==> config.mk <==
export PLATFORM = sky130hd
export DESIGN_NAME = sm_fv_bank_cntl
export DESIGN_NICKNAME = d
export VERILOG_FILES = /design/src/rtl/sm_fv_bank_cntl_pkg.sv /design/src/rtl/sm_fv_rd_pipe.sv /design/src/rtl/sm_fv_bank_cntl.sv
export SDC_FILE = /design/constraint.sdc
export NUM_CORES = 1
export LEC_CHECK = 0
export ABC_AREA = 1
export CELL_PAD_IN_SITES_DETAIL_PLACEMENT = 1
export CELL_PAD_IN_SITES_GLOBAL_PLACEMENT = 1
export CORE_AREA = 2 2 115 117
export CTS_CLUSTER_SIZE = 40
export DETAILED_ROUTE_END_ITERATION = 7
export DIE_AREA = 0 0 117 119
export GPL_TIMING_DRIVEN = 1
export MAX_ROUTING_LAYER = met4
export PLACE_DENSITY = 0.82
export SYNTH_ARGS = -nofsm -noshare
export SYNTH_HDL_FRONTEND = slang
export SYNTH_SLANG_ARGS = --single-unit
==> constraint.sdc <==
create_clock -name clk -period 1.45 [get_ports clk]
set_input_delay 0.29 -clock clk [delete_from_list [all_inputs] [get_ports clk]]
set_output_delay 0.29 -clock clk [all_outputs]
set_load 0.05 [all_outputs]
==> src/rtl/sm_fv_bank_cntl_pkg.sv <==
// Shared types and constants for the small feature-value bank controller.
// Stream and read-out bundles mirror the big FV bank formats.
package sm_fv_bank_cntl_pkg;

  localparam int FV_BANDWIDTH   = 32;
  localparam int MAX_FV_NUM     = 16;
  localparam int NUM_EDGE_PE    = 4;
  localparam int SM_ADDR_W      = 7;
  localparam int SM_LINE_W      = 3;
  localparam int SM_TAG_W       = $clog2(NUM_EDGE_PE);
  localparam int LINES_PER_NODE = 1 << SM_LINE_W;

  typedef struct packed {
    logic                    sos;
    logic                    eos;
    logic [SM_ADDR_W-1:0]    A;
    logic [FV_BANDWIDTH-1:0] FV_data;
  } FV_MEM2FV_Bank;

  typedef struct packed {
    logic                    valid;
    logic                    sos;
    logic                    eos;
    logic [FV_BANDWIDTH-1:0] FV_data;
    logic [SM_TAG_W-1:0]     PE_tag;
  } FV_bank_CNTL2Edge_PE;

  typedef enum logic [1:0] {
    S_IDLE,
    S_FILL,
    S_READ
  } sm_fv_state_t;

endpackage

==> src/rtl/sm_fv_rd_pipe.sv <==
// Read-out pipeline: SRAM-issue flag stage plus registered output beat.
// A squash kills the beat whose data is returning this cycle.
module sm_fv_rd_pipe
  import sm_fv_bank_cntl_pkg::*;
#(
  parameter int FV_BW = FV_BANDWIDTH,
  parameter int TAG_W = SM_TAG_W
) (
  input  logic                clk,
  input  logic                rst_n,
  input  logic                issue,
  input  logic                first,
  input  logic                last,
  input  logic [TAG_W-1:0]    tag,
  input  logic                squash,
  input  logic [FV_BW-1:0]    rdata,
  output FV_bank_CNTL2Edge_PE out,
  output logic                abort
);

  logic             iss_q;
  logic             first_q;
  logic             last_q;
  logic [TAG_W-1:0] tag_q;
  logic             take;

  assign take = iss_q && !squash;

  always_ff @(posedge clk or negedge rst_n) begin
    if (!rst_n) begin
      iss_q   <= 1'b0;
      first_q <= 1'b0;
      last_q  <= 1'b0;
      tag_q   <= '0;
      out     <= '0;
      abort   <= 1'b0;
    end else begin
      iss_q       <= issue && !squash;
      first_q     <= first;
      last_q      <= last;
      tag_q       <= tag;
      out.valid   <= take;
      out.sos     <= take && first_q;
      out.eos     <= take && last_q;
      out.FV_data <= take ? rdata : '0;
      out.PE_tag  <= take ? tag_q : '0;
      abort       <= squash;
    end
  end

endmodule

==> src/rtl/sm_fv_bank_cntl.sv <==
// Small FV bank controller: captures the fill stream into a local SRAM
// and serves multi-line sos/eos bursts to the Edge PEs.
module sm_fv_bank_cntl
  import sm_fv_bank_cntl_pkg::*;
#(
  parameter int FV_BW  = FV_BANDWIDTH,
  parameter int ADDR_W = SM_ADDR_W,
  parameter int LINE_W = SM_LINE_W,
  parameter int FVN_W  = $clog2(MAX_FV_NUM) + 1,
  parameter int TAG_W  = SM_TAG_W
) (
  input  logic                     clk,
  input  logic                     reset,
  input  logic                     st_sos,
  input  logic                     st_eos,
  input  logic [ADDR_W-1:0]        st_A,
  input  logic [FV_BW-1:0]         st_data,
  input  logic                     req_valid,
  output logic                     req_ready,
  input  logic [ADDR_W-LINE_W-1:0] req_node,
  input  logic [FVN_W-1:0]         req_fv_num,
  input  logic [TAG_W-1:0]         req_PE_tag,
  output logic                     sram_CEN,
  output logic                     sram_WEN,
  output logic [ADDR_W-1:0]        sram_addr,
  output logic [FV_BW-1:0]         sram_wdata,
  input  logic [FV_BW-1:0]         sram_rdata,
  output logic                     rd_valid,
  output logic                     rd_sos,
  output logic                     rd_eos,
  output logic [FV_BW-1:0]         rd_data,
  output logic [TAG_W-1:0]         rd_PE_tag,
  output logic                     rd_abort,
  output logic                     loaded
);

  sm_fv_state_t state, nxt;

  logic [LINE_W:0]          cnt;
  logic [LINE_W:0]          nlines;
  logic [LINE_W:0]          req_lines;
  logic [FVN_W:0]           half;
  logic [ADDR_W-LINE_W-1:0] node;
  logic [TAG_W-1:0]         tag;
  logic                     loaded_q;
  logic                     wr;
  logic                     issue;
  logic                     first;
  logic                     last;
  logic                     abort;
  logic                     accept;
  logic                     ld_set;
  logic                     ld_clr;
  logic                     cnt_inc;
  logic [ADDR_W-1:0]        rd_addr;
  FV_MEM2FV_Bank            st;
  FV_bank_CNTL2Edge_PE      rd;

  assign st = {st_sos, st_eos, st_A, st_data};

  // Two values per line; zero still returns one line, clamp at a node.
  always_comb begin
    half = ({1'b0, req_fv_num} + 1'b1) >> 1;
    if (half == '0)
      req_lines = (LINE_W+1)'(1);
    else if (half > (FVN_W+1)'(LINES_PER_NODE))
      req_lines = (LINE_W+1)'(LINES_PER_NODE);
    else
      req_lines = half[LINE_W:0];
  end

  always_comb begin
    nxt     = state;
    wr      = 1'b0;
    issue   = 1'b0;
    first   = 1'b0;
    last    = 1'b0;
    abort   = 1'b0;
    accept  = 1'b0;
    ld_set  = 1'b0;
    ld_clr  = 1'b0;
    cnt_inc = 1'b0;
    rd_addr = '0;
    unique case (state)
      S_IDLE: begin
        if (st.sos) begin
          wr = 1'b1;
          if (st.eos) begin
            ld_set = 1'b1;
          end else begin
            ld_clr = 1'b1;
            nxt    = S_FILL;
          end
        end else if (req_valid && loaded_q) begin
          accept  = 1'b1;
          issue   = 1'b1;
          first   = 1'b1;
          last    = (req_lines == (LINE_W+1)'(1));
          rd_addr = {req_node, {LINE_W{1'b0}}};
          nxt     = S_READ;
        end
      end
      S_FILL: begin
        wr = 1'b1;
        if (st.eos) begin
          ld_set = 1'b1;
          nxt    = S_IDLE;
        end else if (st.sos) begin
          ld_clr = 1'b1;
        end
      end
      S_READ: begin
        if (st.sos) begin
          wr    = 1'b1;
          abort = 1'b1;
          if (st.eos) begin
            ld_set = 1'b1;
            nxt    = S_IDLE;
          end else begin
            ld_clr = 1'b1;
            nxt    = S_FILL;
          end
        end else if (cnt < nlines) begin
          issue   = 1'b1;
          cnt_inc = 1'b1;
          last    = ((cnt + 1'b1) == nlines);
          rd_addr = {node, cnt[LINE_W-1:0]};
          if ((cnt + 1'b1) >= nlines)
            nxt = S_IDLE;
        end else begin
          nxt = S_IDLE;
        end
      end
      default: nxt = S_IDLE;
    endcase
  end

  always_comb begin
    sram_CEN   = 1'b1;
    sram_WEN   = 1'b1;
    sram_addr  = '0;
    sram_wdata = '0;
    if (wr) begin
      sram_CEN   = 1'b0;
      sram_WEN   = 1'b0;
      sram_addr  = st.A;
      sram_wdata = st.FV_data;
    end else if (issue) begin
      sram_CEN  = 1'b0;
      sram_addr = rd_addr;
    end
  end

  always_ff @(posedge clk or negedge reset) begin
    if (!reset) begin
      state    <= S_IDLE;
      cnt      <= '0;
      nlines   <= '0;
      node     <= '0;
      tag      <= '0;
      loaded_q <= 1'b0;
    end else begin
      state <= nxt;
      if (accept) begin
        cnt    <= (LINE_W+1)'(1);
        nlines <= req_lines;
        node   <= req_node;
        tag    <= req_PE_tag;
      end else if (cnt_inc) begin
        cnt <= cnt + 1'b1;
      end
      if (ld_set)
        loaded_q <= 1'b1;
      else if (ld_clr)
        loaded_q <= 1'b0;
    end
  end

  sm_fv_rd_pipe #(
    .FV_BW (FV_BW),
    .TAG_W (TAG_W)
  ) u_rd_pipe (
    .clk    (clk),
    .rst_n  (reset),
    .issue  (issue),
    .first  (first),
    .last   (last),
    .tag    (accept ? req_PE_tag : tag),
    .squash (abort),
    .rdata  (sram_rdata),
    .out    (rd),
    .abort  (rd_abort)
  );

  assign req_ready = (state == S_IDLE) && loaded_q && !st_sos;
  assign loaded    = loaded_q;
  assign rd_valid  = rd.valid;
  assign rd_sos    = rd.sos;
  assign rd_eos    = rd.eos;
  assign rd_data   = rd.FV_data;
  assign rd_PE_tag = rd.PE_tag;

endmodule

; ---- Word level (Yosys, flattened, before mapping)
; Cells that the tools add are included.
[totals]
input_bits = 87
output_inout_bits = 81
elab_cells = 93
register_bits = 58
[classes]
magnitude_cmp = 3
muxes = 50
addsub = 2
n_eq_ne = 8
n_reduce_logical = 15
[op_table]
columns = operator, count
row1 = two-way mux 32 bit, 2
row2 = two-way mux 7 bit, 6
row3 = two-way mux 1 bit, 23
row4 = two-way mux 2 bit, 8
row5 = two-way mux 4 bit, 4
row6 = one-hot mux 7 bit (2 select lines), 1
row7 = one-hot mux 1 bit (2 select lines), 5
row8 = logical AND 1 bit, 7
row9 = adder 5 x 1 -> 6 bit (second input constant), 1
row10 = zero test 6 bit, 1
row11 = inequality test 3 bit (second input constant), 2
row12 = one-hot mux 2 bit (3 select lines), 1
row13 = greater-than comparator 5 x 4 -> 1 bit (second input constant), 1
row14 = adder 4 x 1 -> 4 bit (second input constant), 1
row15 = == test 4 x 1 -> 1 bit (second input constant), 1
row16 = == test 4 bit, 1
row17 = >= comparator 4 bit, 1
row18 = < comparator 4 bit, 1
row19 = inequality test 4 bit (second input constant), 1
row20 = AND reduction 4 bit, 1
row21 = nonzero test 2 bit, 2
row22 = == test 2 x 1 -> 1 bit (second input constant), 1
row23 = == test 2 bit (second input constant), 1
row24 = zero test 1 bit, 2
row25 = 3 further kinds, 3

; ---- Depth between registers and ports, before layout
; Gate-level depths: netlist of the first run.
[logic_depth]
ltp_word = 8
mapped_depth = 9
mapped_depth_nobuf = 9

; ---- Cells and area by module
; A second synthesis of the first run with hierarchy kept.
[hier_totals]
cells_unflattened = 361
hier_area_um2 = 2974.1
[by_module_without_submodules]
columns = mod, cells_per_inst, seq_area_each_um2, area_per_inst_um2, instances
row1 = sm_fv_rd_pipe, 123, 1076.0, 1505.2, 1
row2 = sm_fv_bank_cntl, 238, 425.4, 1468.9, 1

; ---- Least setup slack after synthesis of the first run
; OpenSTA, ideal clock, no wires.
[synth_timing]
path_kind = reg2out
start = register cnt[3]
end = output port sram_addr[0]
n_path_buf = 0
t_required_ns = 1.160
arrival_time_ns = 2.176
stages_incl_launch_ff = 5
path_slack_ns = -1.016
cell_sequence = dfrtp_1 ha_1 a21oi_1 nand4_2 o21ai_0
[synth_between]
elab_chain_cells = 6
elab_cells_between_ends = 9
cone_classes = order compare: 1 / mux: 8
[synth_lines]
columns = element, line
row1 = "start, declared", sm_fv_bank_cntl.sv:39  ; logic [LINE_W:0] cnt;
row2 = "start signal, assigned", sm_fv_bank_cntl.sv:165  ; cnt <= (LINE_W+1)'(1);
row3 = "start signal, assigned", sm_fv_bank_cntl.sv:170  ; cnt <= cnt + 1'b1;
row4 = < comparator 4 bit *, sm_fv_bank_cntl.sv:123  ; end else if (cnt < nlines) begin
row5 = two-way mux 7 bit or two-way mux 1 bit (tied branches), sm_fv_bank_cntl.sv:123
row6 = two-way mux 7 bit or two-way mux 1 bit (tied branches), sm_fv_bank_cntl.sv:113  ; if (st.sos) begin
row7 = one-hot mux 7 bit (2 select lines) or one-hot mux 1 bit (2 select lines) (tied branches), sm_fv_bank_cntl.sv:84  ; unique case (state)
row8 = two-way mux 7 bit *, sm_fv_bank_cntl.sv:148  ; end else if (issue) begin
row9 = two-way mux 7 bit *, sm_fv_bank_cntl.sv:143  ; if (wr) begin
row10 = "end, declared", sm_fv_bank_cntl.sv:25  ; output logic [ADDR_W-1:0] sram_addr,
; Mark *: on every way between the ends. The rest lies on a longest branch, timed or not.

; ---- Worst setup path after layout of the first run
[layout_timing]
start = register nlines[1]
end = output port sram_addr[6]
[layout_between]
elab_chain_cells = 6
elab_cells_between_ends = 9
cone_classes = order compare: 1 / mux: 8
[layout_lines]
columns = element, line
row1 = "start, declared", sm_fv_bank_cntl.sv:40  ; logic [LINE_W:0] nlines;
row2 = "start signal, assigned", sm_fv_bank_cntl.sv:166  ; nlines <= req_lines;
row3 = < comparator 4 bit *, sm_fv_bank_cntl.sv:123
row4 = two-way mux 7 bit or two-way mux 1 bit (tied branches), sm_fv_bank_cntl.sv:123
row5 = two-way mux 7 bit or two-way mux 1 bit (tied branches), sm_fv_bank_cntl.sv:113
row6 = one-hot mux 7 bit (2 select lines) or one-hot mux 1 bit (2 select lines) (tied branches), sm_fv_bank_cntl.sv:84
row7 = two-way mux 7 bit *, sm_fv_bank_cntl.sv:148
row8 = two-way mux 7 bit *, sm_fv_bank_cntl.sv:143
; Marks and branches as above.

==> results_dict.tcl, run 1 <==
set metrics [dict create \
    syn_nets 461 \
    layout.area.seq_um2 1450 \
    drt_first_pass_iters 4 \
    antenna_found_initial 0 \
    clkPwrFrac_pct 26.1 \
    grt_pass1_wl_um 19000 \
    place_congestion 0.793 \
    crit_fanout 5 \
    numCtsBuffers 9 \
    drive_above_1_share_pct 42.8 \
    final_util_pct 54.2 \
    drc 0 \
    clk-insertion-delay-late_ns 0.32 \
    netlist.area_leader.share_pct 50.4 \
    p_leak_uw 0.00343 \
    grt_use_total_pct 18.3 \
    setup_viol 86 \
    violations "setup timing" \
    multi_input_area_um2 1600 \
    placementRows 42 \
    synth_common_cells "inv_1 (85), nor2_1 (76), nand2_1 (64), dfrtp_1 (58), nand3_1 (28)" \
    whs_endpoint "u_rd_pipe.out[34]" \
    wl_met3_um 559 \
    fmax_mhz 469 \
    ir_worst_vdd_v 0.000813 \
    min_path_type "reg -> reg" \
    synth_area_leaders "dfrtp_1 (50%), inv_1 (11%), nor2_1 (9.9%)" \
    clk_pin_slew_ns 0.05 \
    timing.rr.end "state[1]" \
    reg2regPathDepth 8 \
    synth_largest_area_cell "dfrtp_1" \
    syn_avg_cell_area_um2 7.91 \
    numClockSinks 58 \
    worstPathRequired_ns 1.16 \
    p_switching_uw 3550 \
    detail_route.wirelength_um 12700 \
    min_path_cells 2 \
    num_io_pins 168 \
    nNetsFinal 697 \
    intPower_uw 5780 \
    crit_family "simple AND/OR/NAND/NOR gates" \
    end_kind "output port" \
    outcome "complete, but fails checks" \
    vias_per_cell 4.21 \
    grt_max_degree 59 \
    place_ws_ns -0.501 \
    fin_crit_ns 2.13 \
    r2r_start "cnt[1]" \
    cp-start-kind "flip-flop" \
    worst_slack_ns -0.680 \
    pwr-share-comb_pct 51.4 \
    ys_async_sr_fraction_pct 100 \
    slew_violations 0 \
    met2_length_um 7410 \
    die-width_um 117 \
    r2r_setup_slack_ns -0.30 \
    synth_most_common_cell "inv_1" \
    path_buf_inv 3 \
    p_total_uw 9330 \
    syn_to_final_growth_pct 142 \
    grt_pass1_vias 3717 \
    worstPathArrival_ns 1.84 \
    htree_num_levels 3 \
    diodes 0 \
    crit_chain "inv_2 > ha_4 > inv_2 > o21bai_4 > nand2_2 > nand2_4 > nand2_8 > nand3_4 > nand3_4 > buf_12" \
    critPathMaxStageDelay_ns 0.39 \
    clockBufferDepth 2 \
    postRouteAntennaNets 0 \
    routedWlPerCell_um 16.3 \
    synth_ff_type "dfrtp_1" \
    rsz0062_at_grt "true" \
    die_h_um 119 \
    fp.coreArea_um2 12900 \
    dr.first_iter.drc_count 49 \
    yosysWarnings 0 \
    slew_headroom_pct 78.5 \
    fin_worst_skew_ns 0.00632 \
    cellPowerDensity_nw_per_um2 1340 \
    cp_slowest_cell "dfrtp_1" \
    ys_ff_latch 58 \
    tightest_slew_ns 0.323 \
    fillers 1361 \
    netlist_area_um2 2880 \
    vias 3291 \
    dp_hpwl_um 8940 \
    timing.final.crit_share_pct 147 \
    cts-root-buf "clkbuf_16" \
    finalHoldViolCount 0 \
    dieArea_um2 13900 \
    port_buffers 167 \
    synthCells 364 \
    path_class "reg -> out" \
    switching_share_pct 38.1 \
    drv_cap 0 \
    synth_edf_count 0 \
    synth.distinct_cells 28 \
    ys_seq_area_share_pct 50.4 \
    cts_tree "done" \
    hold_start "u_rd_pipe.last_q" \
    highest_layer "met4" \
    wl_met1_um 4400 \
    overflow 0 \
    start_util_pct 22.4 \
    seq_power_share_pct 22.5 \
]
==> stage by stage <==
step	cells	hold WS, ns	instance area [µm²]	setup TNS, ns
floorplan	364	-0.00559	3200	-7.42
global placement	744	0.320	5870	-25.45
detailed placement	744	0.329	5870	-28.34
CTS	774	0.475	6740	-18.60
global route	781	0.488	6980	-28.43
finish	781	0.476	6980	-23.28
==> final cells by class <==
class | instances | area share [%]
repair buffers | 233 | 43.2
multi-input cells | 208 | 22.9
flip-flops and latches | 58 | 20.8
inverters | 90 | 5.09
clock buffers | 11 | 3.34
well taps | 176 | 3.16
clock inverters | 5 | 1.47
==> kinds of logic after synthesis <==
| logic type | after synthesis | synth area share, % |
|---|---|---|
| and+or+nand+nor | 181 | 26.6 |
| buffers and inverters | 99 | 15.0 |
| DFF | 58 | 50.4 |
| AOI/OAI and AO/OA | 14 | 3.08 |
| adders and majority gates | 10 | 4.34 |
| xor gates and xnor gates | 2 | 0.608 |
==> worst max path at each step <==
stage | from | endpoint | slack [ns] | depth (start not counted)
after floorplan | cnt[1] | sram_CEN | -0.29 | 7
after global placement | st_sos | sram_addr[1] | -0.46 | 8
after detailed placement | st_sos | sram_addr[1] | -0.50 | 8
after CTS | nlines[1] | sram_addr[6] | -0.66 | 10
after global routing | nlines[1] | sram_addr[6] | -0.75 | 10
final | nlines[1] | sram_addr[6] | -0.68 | 10
==> registers in the layout (all words and copies together), names as in the netlist <==
register,flops
cnt,4
loaded,1
nlines,4
node,4
state,2
u_rd_pipe.abort,1
u_rd_pipe.first_q,1
u_rd_pipe.iss_q,1
u_rd_pipe.last_q,1
u_rd_pipe.out,37
u_rd_pipe.tag_q,2
==> timing repair <==
item                                    CTS  global route
hold buffers                              1             0
pin swaps                                14            12
gates cloned                              4             4
buffers inserted                         11            10
endpoints found under the setup margin   51            89
hold endpoints to repair                 58             0
resized for setup                        85            46
==> power by group through the flow <==
stage	Sequential, µW	Combinational [µW]	Clock, µW
5_1_grt	2120	5080	2570
3_5_place_dp	2080	3850	0
3_3_place_gp	2070	3710	0
6_report	2090	4800	2440
2_1_floorplan	2370	1730	0
4_1_cts	2090	4600	2470
==> layer usage <==
layer,vias up,GRT usage [%]
met5,-,-
met1,1609,17.8
met3,27,3.00
met2,113,35.8
li1,1542,-
met4,0,6.25
==> cell usage in the layout, fill, tap and decap left out, types with 6 or more instances in the layout <==
master and n:
inv_1 83, buf_8 12, nand3_4 9, clkbuf_16 12, nand2_2 7, nand3_1 15, nand2_1 54, nor2_1 32
clkdlybuf4s50_1 81, buf_4 42, dfrtp_1 56, nor2_4 33, nand2_4 6, nor2_2 13, buf_6 24, buf_12 65
ha_1 6
==> worst reg2reg max path, stage by stage, from the launching register on <==
cell and delay (ns):
dfrtp_1 0.42, buf_6 0.15, ha_4 0.16, xor2_2 0.18
ha_1 0.32, and3_4 0.17, nand2_2 0.07, nand3_2 0.07
o21ai_2 0.13
No activity file was read; power rests on OpenSTA's default activity.
==> inputs of run 2 (changes only) <==
--- a/config.mk
+++ b/config.mk
@@ -6,13 +6,13 @@
 export NUM_CORES = 1
 export LEC_CHECK = 0
 export ABC_AREA = 1
+export CAP_MARGIN = 10
 export CELL_PAD_IN_SITES_DETAIL_PLACEMENT = 1
 export CELL_PAD_IN_SITES_GLOBAL_PLACEMENT = 1
 export CORE_AREA = 2 2 115 117
 export CTS_CLUSTER_SIZE = 40
 export DETAILED_ROUTE_END_ITERATION = 7
 export DIE_AREA = 0 0 117 119
-export GPL_TIMING_DRIVEN = 1
 export MAX_ROUTING_LAYER = met4
 export PLACE_DENSITY = 0.82
 export SYNTH_ARGS = -nofsm -noshare
==> results of run 2 <==
The final DEF is identical to that of run 1; final timing and power are the same.
